`src/rtl/Sequencer_def.sv`:
```
// Sequencer-local types: FSM states and the instruction classes that the
// decoder hands to the execute stage.
package Sequencer_def;

    typedef enum logic [2:0] {
        S_IDLE,
        S_FETCH,
        S_DECODE,
        S_EXEC,
        S_MEM,
        S_WB,
        S_HALTED,
        S_ERROR
    } seq_state_t;

    typedef enum logic [2:0] {
        CLS_ALU,
        CLS_MOVSET,
        CLS_LOAD,
        CLS_STORE,
        CLS_BRANCH,
        CLS_HALT,
        CLS_NOP
    } inst_class_t;

    // Memory wait counter width; large enough for any timeout in 1..255.
    localparam int WAIT_W = 8;

endpackage

```
`src/rtl/TopLevel_def.sv`:
```
// Core-wide instruction encoding: 3-bit major opcode (instruction[8:6])
// and 2-bit function field (instruction[1:0]).
package TopLevel_def;

    typedef enum logic [2:0] {
        R_ADD = 3'd0,
        R_SHF = 3'd1,
        R_NEG = 3'd2,
        M_MOV = 3'd3,
        I_SET = 3'd4,
        I_LW  = 3'd5,
        I_SW  = 3'd6,
        B_BEQ = 3'd7
    } opcode_t;

    // R_ADD group
    localparam logic [1:0] FUN_ADD  = 2'd0;
    localparam logic [1:0] FUN_ADDC = 2'd1;
    localparam logic [1:0] FUN_SUB  = 2'd2;
    localparam logic [1:0] FUN_LWR  = 2'd3;
    // R_SHF group (codes 2 and 3 are reserved)
    localparam logic [1:0] FUN_SLL  = 2'd0;
    localparam logic [1:0] FUN_SRA  = 2'd1;
    // R_NEG group
    localparam logic [1:0] FUN_NEG  = 2'd0;
    localparam logic [1:0] FUN_AND  = 2'd1;
    localparam logic [1:0] FUN_OR   = 2'd2;
    localparam logic [1:0] FUN_HALT = 2'd3;

endpackage

```
`src/rtl/seq_decode.sv`:
```
// Combinational instruction classifier: opcode/funct -> execution class.
module seq_decode
    import TopLevel_def::*;
    import Sequencer_def::*;
(
    input  logic [2:0]  opcode,
    input  logic [1:0]  funct,
    output inst_class_t inst_class
);

    // Map every opcode/funct pair to the class that steers EXEC.
    always_comb begin
        inst_class = CLS_NOP;
        case (opcode)
            R_ADD: inst_class = (funct == FUN_LWR) ? CLS_LOAD : CLS_ALU;
            R_SHF: inst_class = (funct == FUN_SLL || funct == FUN_SRA) ? CLS_ALU : CLS_NOP;
            R_NEG: inst_class = (funct == FUN_HALT) ? CLS_HALT : CLS_ALU;
            M_MOV: inst_class = CLS_MOVSET;
            I_SET: inst_class = CLS_MOVSET;
            I_LW:  inst_class = CLS_LOAD;
            I_SW:  inst_class = CLS_STORE;
            B_BEQ: inst_class = CLS_BRANCH;
        endcase
    end

endmodule

```
`src/rtl/exec_sequencer.sv`:
```
// Multi-cycle control sequencer for the 9-bit core: fetch/decode/exec/
// mem/wb stepping, datapath strobes, halt/error handling and counters.
module exec_sequencer
    import TopLevel_def::*;
    import Sequencer_def::*;
#(
    parameter int CW          = 16,
    parameter int MEM_TIMEOUT = 15
)(
    input  logic          clk,
    input  logic          reset,
    input  logic          start,
    input  logic [2:0]    opcode,
    input  logic [1:0]    funct,
    input  logic          take_branch,
    input  logic          mem_ack,
    output logic          ir_load,
    output logic          pc_load_en,
    output logic          pc_branch_sel,
    output logic          carry_en,
    output logic          mem_req,
    output logic          mem_we,
    output logic          reg_write_en,
    output logic          busy,
    output logic          halt,
    output logic          timeout_err,
    output logic [CW-1:0] cycle_ct,
    output logic [CW-1:0] inst_ct
);

    // Last wait-counter value tolerated before the access is abandoned.
    localparam logic [WAIT_W-1:0] WAIT_LAST = WAIT_W'(MEM_TIMEOUT - 1);

    seq_state_t        state_reg, state_next;
    inst_class_t       class_reg, class_dec;
    logic [WAIT_W-1:0] wait_reg;
    logic [CW-1:0]     cycle_ct_reg, inst_ct_reg;
    logic              retire;

    seq_decode u_decode (
        .opcode     (opcode),
        .funct      (funct),
        .inst_class (class_dec)
    );

    // State register.
    always_ff @(posedge clk) begin
        if (reset) state_reg <= S_IDLE;
        else       state_reg <= state_next;
    end

    // Next-state logic.
    always_comb begin
        state_next = state_reg;
        case (state_reg)
            S_IDLE, S_HALTED, S_ERROR: if (start) state_next = S_FETCH;
            S_FETCH:  state_next = S_DECODE;
            S_DECODE: state_next = S_EXEC;
            S_EXEC: begin
                case (class_reg)
                    CLS_ALU, CLS_MOVSET:  state_next = S_WB;
                    CLS_LOAD, CLS_STORE:  state_next = S_MEM;
                    CLS_HALT:             state_next = S_HALTED;
                    default:              state_next = S_FETCH;
                endcase
            end
            S_MEM: begin
                if (mem_ack)
                    state_next = (class_reg == CLS_STORE) ? S_FETCH : S_WB;
                else if (wait_reg == WAIT_LAST)
                    state_next = S_ERROR;
            end
            S_WB:     state_next = S_FETCH;
            default:  state_next = S_IDLE;
        endcase
    end

    // Output strobes and retirement, decoded from the current state.
    always_comb begin
        ir_load       = 1'b0;
        pc_load_en    = 1'b0;
        pc_branch_sel = 1'b0;
        carry_en      = 1'b0;
        mem_req       = 1'b0;
        mem_we        = 1'b0;
        reg_write_en  = 1'b0;
        retire        = 1'b0;
        case (state_reg)
            S_FETCH: ir_load = 1'b1;
            S_EXEC: begin
                case (class_reg)
                    CLS_ALU: carry_en = 1'b1;
                    CLS_BRANCH: begin
                        pc_load_en    = 1'b1;
                        pc_branch_sel = take_branch;
                        retire        = 1'b1;
                    end
                    CLS_HALT: retire = 1'b1;
                    CLS_NOP: begin
                        pc_load_en = 1'b1;
                        retire     = 1'b1;
                    end
                    default: ;
                endcase
            end
            S_MEM: begin
                mem_req = 1'b1;
                mem_we  = (class_reg == CLS_STORE);
                // A store has nothing to write back, so it retires on ack.
                if (mem_ack && class_reg == CLS_STORE) begin
                    pc_load_en = 1'b1;
                    retire     = 1'b1;
                end
            end
            S_WB: begin
                reg_write_en = 1'b1;
                pc_load_en   = 1'b1;
                retire       = 1'b1;
            end
            default: ;
        endcase
    end

    assign busy        = !(state_reg == S_IDLE || state_reg == S_HALTED || state_reg == S_ERROR);
    assign halt        = (state_reg == S_HALTED);
    assign timeout_err = (state_reg == S_ERROR);
    assign cycle_ct    = cycle_ct_reg;
    assign inst_ct     = inst_ct_reg;

    // Capture the instruction class while the IR is stable in DECODE.
    always_ff @(posedge clk) begin
        if (reset)                      class_reg <= CLS_NOP;
        else if (state_reg == S_DECODE) class_reg <= class_dec;
    end

    // Memory wait counter: armed in EXEC, advanced on each un-acked MEM cycle.
    always_ff @(posedge clk) begin
        if (reset)
            wait_reg <= '0;
        else if (state_reg == S_EXEC)
            wait_reg <= '0;
        else if (state_reg == S_MEM && !mem_ack)
            wait_reg <= wait_reg + WAIT_W'(1);
    end

    // Saturating cycle and retired-instruction counters, cleared on restart.
    always_ff @(posedge clk) begin
        if (reset) begin
            cycle_ct_reg <= '0;
            inst_ct_reg  <= '0;
        end else if (start && !busy) begin
            cycle_ct_reg <= '0;
            inst_ct_reg  <= '0;
        end else begin
            if (busy && cycle_ct_reg != '1)
                cycle_ct_reg <= cycle_ct_reg + CW'(1);
            if (retire && inst_ct_reg != '1)
                inst_ct_reg <= inst_ct_reg + CW'(1);
        end
    end

endmodule

```
`config.mk`:
```
export PLATFORM = sky130hd
export DESIGN_NAME = exec_sequencer
export DESIGN_NICKNAME = d
export VERILOG_FILES = /design/src/rtl/Sequencer_def.sv /design/src/rtl/TopLevel_def.sv /design/src/rtl/seq_decode.sv /design/src/rtl/exec_sequencer.sv
export SDC_FILE = /design/constraint.sdc
export NUM_CORES = 1
export LEC_CHECK = 0
export ABC_CLOCK_PERIOD_IN_PS = 2500
export BUFFER_PORTS_ARGS = -buffer_cell sky130_fd_sc_hd__buf_4
export CORE_MARGIN = 1.5
export CORE_UTILIZATION = 40
export CTS_BUF_LIST = sky130_fd_sc_hd__clkbuf_8
export CTS_CLUSTER_DIAMETER = 40
export CTS_CLUSTER_SIZE = 28
export DETAILED_ROUTE_END_ITERATION = 8
export PLACE_DENSITY = 0.68
export REMOVE_ABC_BUFFERS = 1
export SKIP_CTS_REPAIR_TIMING = 1
export SYNTH_ARGS = -nofsm -noshare
export SYNTH_HDL_FRONTEND = slang
export SYNTH_SLANG_ARGS = --single-unit
```
`constraint.sdc`:
```
create_clock -name clk -period 2.5 [get_ports clk]
set_input_delay 0.25 -clock clk [delete_from_list [all_inputs] [get_ports clk]]
set_output_delay 0.25 -clock clk [all_outputs]
set_load 0.02 [all_outputs]
```
==> results summary <==
The depth of the worst hold-timing path came out at 2. The share of flip-flops with an asynchronous set or reset came out at 0. The count of vias placed by the detailed router came out at 2,311. The share of Yosys cell area claimed by the top area cell type is 0.372. The placed cell count is 417. The netlist uses 46 different library cells. The repair_antennas step left the layout with diodes totalling 0. CTS placed an instance of sky130_fd_sc_hd__clkbuf_8 at the clock tree root.

The final weighted congestion in routability-driven placement is 0.845. The setup slack of the worst register-to-register path is 340 ps. After routing, the total negative slack on setup checks comes to 0 ps. The design draws 1.44 mW. In this run the remaining antenna-violating nets after routing total 0.

The sequential element share of the synthesized area came out at 0.372. Across every metal layer, demand over resource in global routing totals 0.175. The cell area power density came out at 476 nW/um^2. The number of buffers created by CTS is 5. The number of slew-limit violations in the final report is 0. The total of warnings raised by yosys came out at 0. The wire length on met1 came out at 2640 um. Setup repair after global routing left no endpoint under its margin. Hold timing on the final database bottoms out at a slack of 200 ps. Entering global routing, the biggest net connects 27 pins. The terminus of the critical flop-to-flop path is inst_ct[15]. The headroom to the max-slew limit came out at 0.501. The via density per instance came out at 5.44.

The clock edge transition at the registers on the reported setup and hold paths came out at 90 ps. At the pin with the least slew margin, the transition time is 748 ps. In this run, synthesis produced a sequential element count of 46. The signed area change from the synthesized netlist to the final layout came out at 21.7%. The layout filler cell count is 624.

Between clock sinks in the finished design, the worst skew comes to 9.04 ps. The number of levels in the clock H-tree is 2. The initial utilization of the core area, before any placement, comes to 0.416.

The area of the mapped netlist came out at 2480 sq um. Clock latency on the worst-skew pair, taken at its later pin, is 300 ps. The maximum root-to-sink buffer count came out at 2. The routed length per placed instance is 13.1 um. The via count of the first global-routing pass came out at 1,991.

The routed length on met2 is 2610 um. The filler-free cell count of the finished design came out at 425. The worst reg2reg path depth is 5. The worst setup path is launched from a register. The startpoint identified for the worst hold timing path is reset. The maximum frequency from static timing analysis came out at 462 MHz. For the worst setup path, the data required time is 2730 ps.

After the first detailed-routing iteration, the DRC count stood at 140. In the post-synthesis netlist, the biggest area contributors are sky130_fd_sc_hd__dfxtp_1 (37%), sky130_fd_sc_hd__nor2_1 (5.5%), sky130_fd_sc_hd__xnor2_1 (4.6%). The first-pass GRT wire length is 9220 um. The global-route congestion overflow total came out at 0. The routed wire length came out at 5550 um.

A synthesized cell averages 8.34 sq um. The area of the core came out at 5960 sq um. The top metal layer carrying routed signals is met4. The net count of the finished layout is 363.

The worst-case vdd ir drop is 0.249 mV. Yosys mapped a number of flops with a built-in enable equal to 0. The TritonCTS clock tree is built.

The worst hold path terminates at state_reg[2]. The HPWL after detailed placement came out at 4090 um. After detailed routing, the met3 layer carries 245 um of wire. The number of top-level design ports came out at 52. The number of buffers inserted by port buffering came out at 51. The initial antenna violation count was 0. Subtracting the final worst setup slack from the clock period gives 2160 ps.

STA classifies the critical path endpoint as a register. The leakage power came out at 1.18 nW. The length of the first detailed-routing pass in iterations came out at 4.

In this run the critical register-to-register path is launched from state_reg[2]. The run finished with clean final reports. The count of final hold-check violations came out at 0. The post-detailed-route DRC marker count is 0. The die boundary width came out at 81.7 um.

The die boundary height came out at 81.7 um. Among all cell types in the netlist, the one instantiated most often is sky130_fd_sc_hd__dfxtp_1. The number of sinks on the clock net came out at 46. The worst hold path belongs to the class input port to register. The floorplan has 28 rows. The total of max-cap violations came out at 0. The part of the cycle the worst path needs is 0.865. The library cell occupying the most area in the post-synthesis netlist is sky130_fd_sc_hd__dfxtp_1. The share of post-route cells with drive strength above 1 is 0.197. The worst-path maximum fanout came out at 15. The die covers 6670 sq um. After technology mapping, the gate count stands at 297.

Data on the critical path arrives at its endpoint at 2390 ps. The most frequently used flop master after synthesis is sky130_fd_sc_hd__dfxtp_1. By count the netlist is led by sky130_fd_sc_hd__dfxtp_1 (46), sky130_fd_sc_hd__nor2_1 (36), sky130_fd_sc_hd__nand3_1 (22). The critical path class is register to register. Setup violations remaining at the end of the flow were counted as 0.
-- metal layers --
| layer | vias to the layer above | global-route usage |
|---|---|---|
| li1 | 1198 | - |
| met1 | 1063 | 0.237 |
| met2 | 44 | 0.282 |
| met3 | 6 | 0.0389 |
| met4 | 0 | 0.0458 |
| met5 | - | 0 |
-- per-stage QoR --
stage | cell area (sq um) | setup WS [ps] | utilization
2_1_floorplan | 2430 | 484 | -
6_report | 3020 | 337 | 0.506
5_1_grt | 3020 | 157 | 0.506
3_3_place_gp | 2930 | 438 | 0.492
3_5_place_dp | 2930 | 397 | 0.492
4_1_cts | 3020 | 354 | 0.506
-- critical path, stage by stage, from the launching register on --
cell	delay, ps
sky130_fd_sc_hd__dfxtp_1	460
sky130_fd_sc_hd__nand3b_4	260
sky130_fd_sc_hd__a211o_1	360
sky130_fd_sc_hd__a21o_1	330
sky130_fd_sc_hd__or4_1	540
sky130_fd_sc_hd__a21oi_1	140
-- power breakdown --
| group | total, mW | switching, mW | internal (mW) |
|---|---|---|---|
| sequential | 0.776 | 0.0271 | 0.749 |
| combinational | 0.208 | 0.127 | 0.0809 |
| clock | 0.452 | 0.258 | 0.194 |
-- kinds of logic after synthesis --
group	synth area share
AND/OR/NAND/NOR	0.310
AO/OA/AOI/OAI	0.153
flip-flops	0.372
XOR/XNOR	0.0813
buffers and inverters	0.0359
multiplexers	0.0283
adder cells (fa/ha/maj)	0.0202
-- worst max path at each step --
stage / end / cells after the start / from / slack, ps
floorplan: inst_ct[15] / 5 / state_reg[0] / 480
CTS: inst_ct[15] / 5 / state_reg[2] / 350
global route: inst_ct[15] / 5 / state_reg[2] / 160
finish: inst_ct[15] / 5 / state_reg[2] / 340
detailed placement: inst_ct[15] / 5 / state_reg[2] / 400
global placement: inst_ct[15] / 5 / state_reg[2] / 440
-- final cells by class --
cell class | count | area, sq um | area share
tap | 75 | 93.8 | 0.0311
clock inverter | 3 | 17.5 | 0.00581
sequential | 46 | 921 | 0.305
multi-input combinational | 231 | 1470 | 0.487
timing repair buffer | 54 | 405 | 0.134
inverter | 11 | 41.3 | 0.0137
clock buffer | 5 | 68.8 | 0.0228
-- placed cells by master, fill, tap and decap left out, drive strengths merged, types with 3 or more instances in the layout --
master | synthesis | layout
buf | 7 | 54
dfxtp | 46 | 46
nor2 | 36 | 36
nand3 | 22 | 22
nand2 | 18 | 18
a21oi | 14 | 14
o21ai | 13 | 13
xnor2 | 13 | 13
inv | 11 | 12
or3 | 10 | 10
xor2 | 10 | 10
and3 | 9 | 9
nand4 | 9 | 9
a211oi | 8 | 8
nor3 | 7 | 7
mux2i | 7 | 7
nor4 | 5 | 5
clkbuf | 2 | 5
o31ai | 4 | 4
and4 | 4 | 4
nand2b | 4 | 4
ha | 4 | 4
o211ai | 3 | 3
or2 | 3 | 3
or4 | 3 | 3
o21a | 3 | 3
nand3b | 3 | 3
Note: power is estimated with default switching activity, not from simulation.
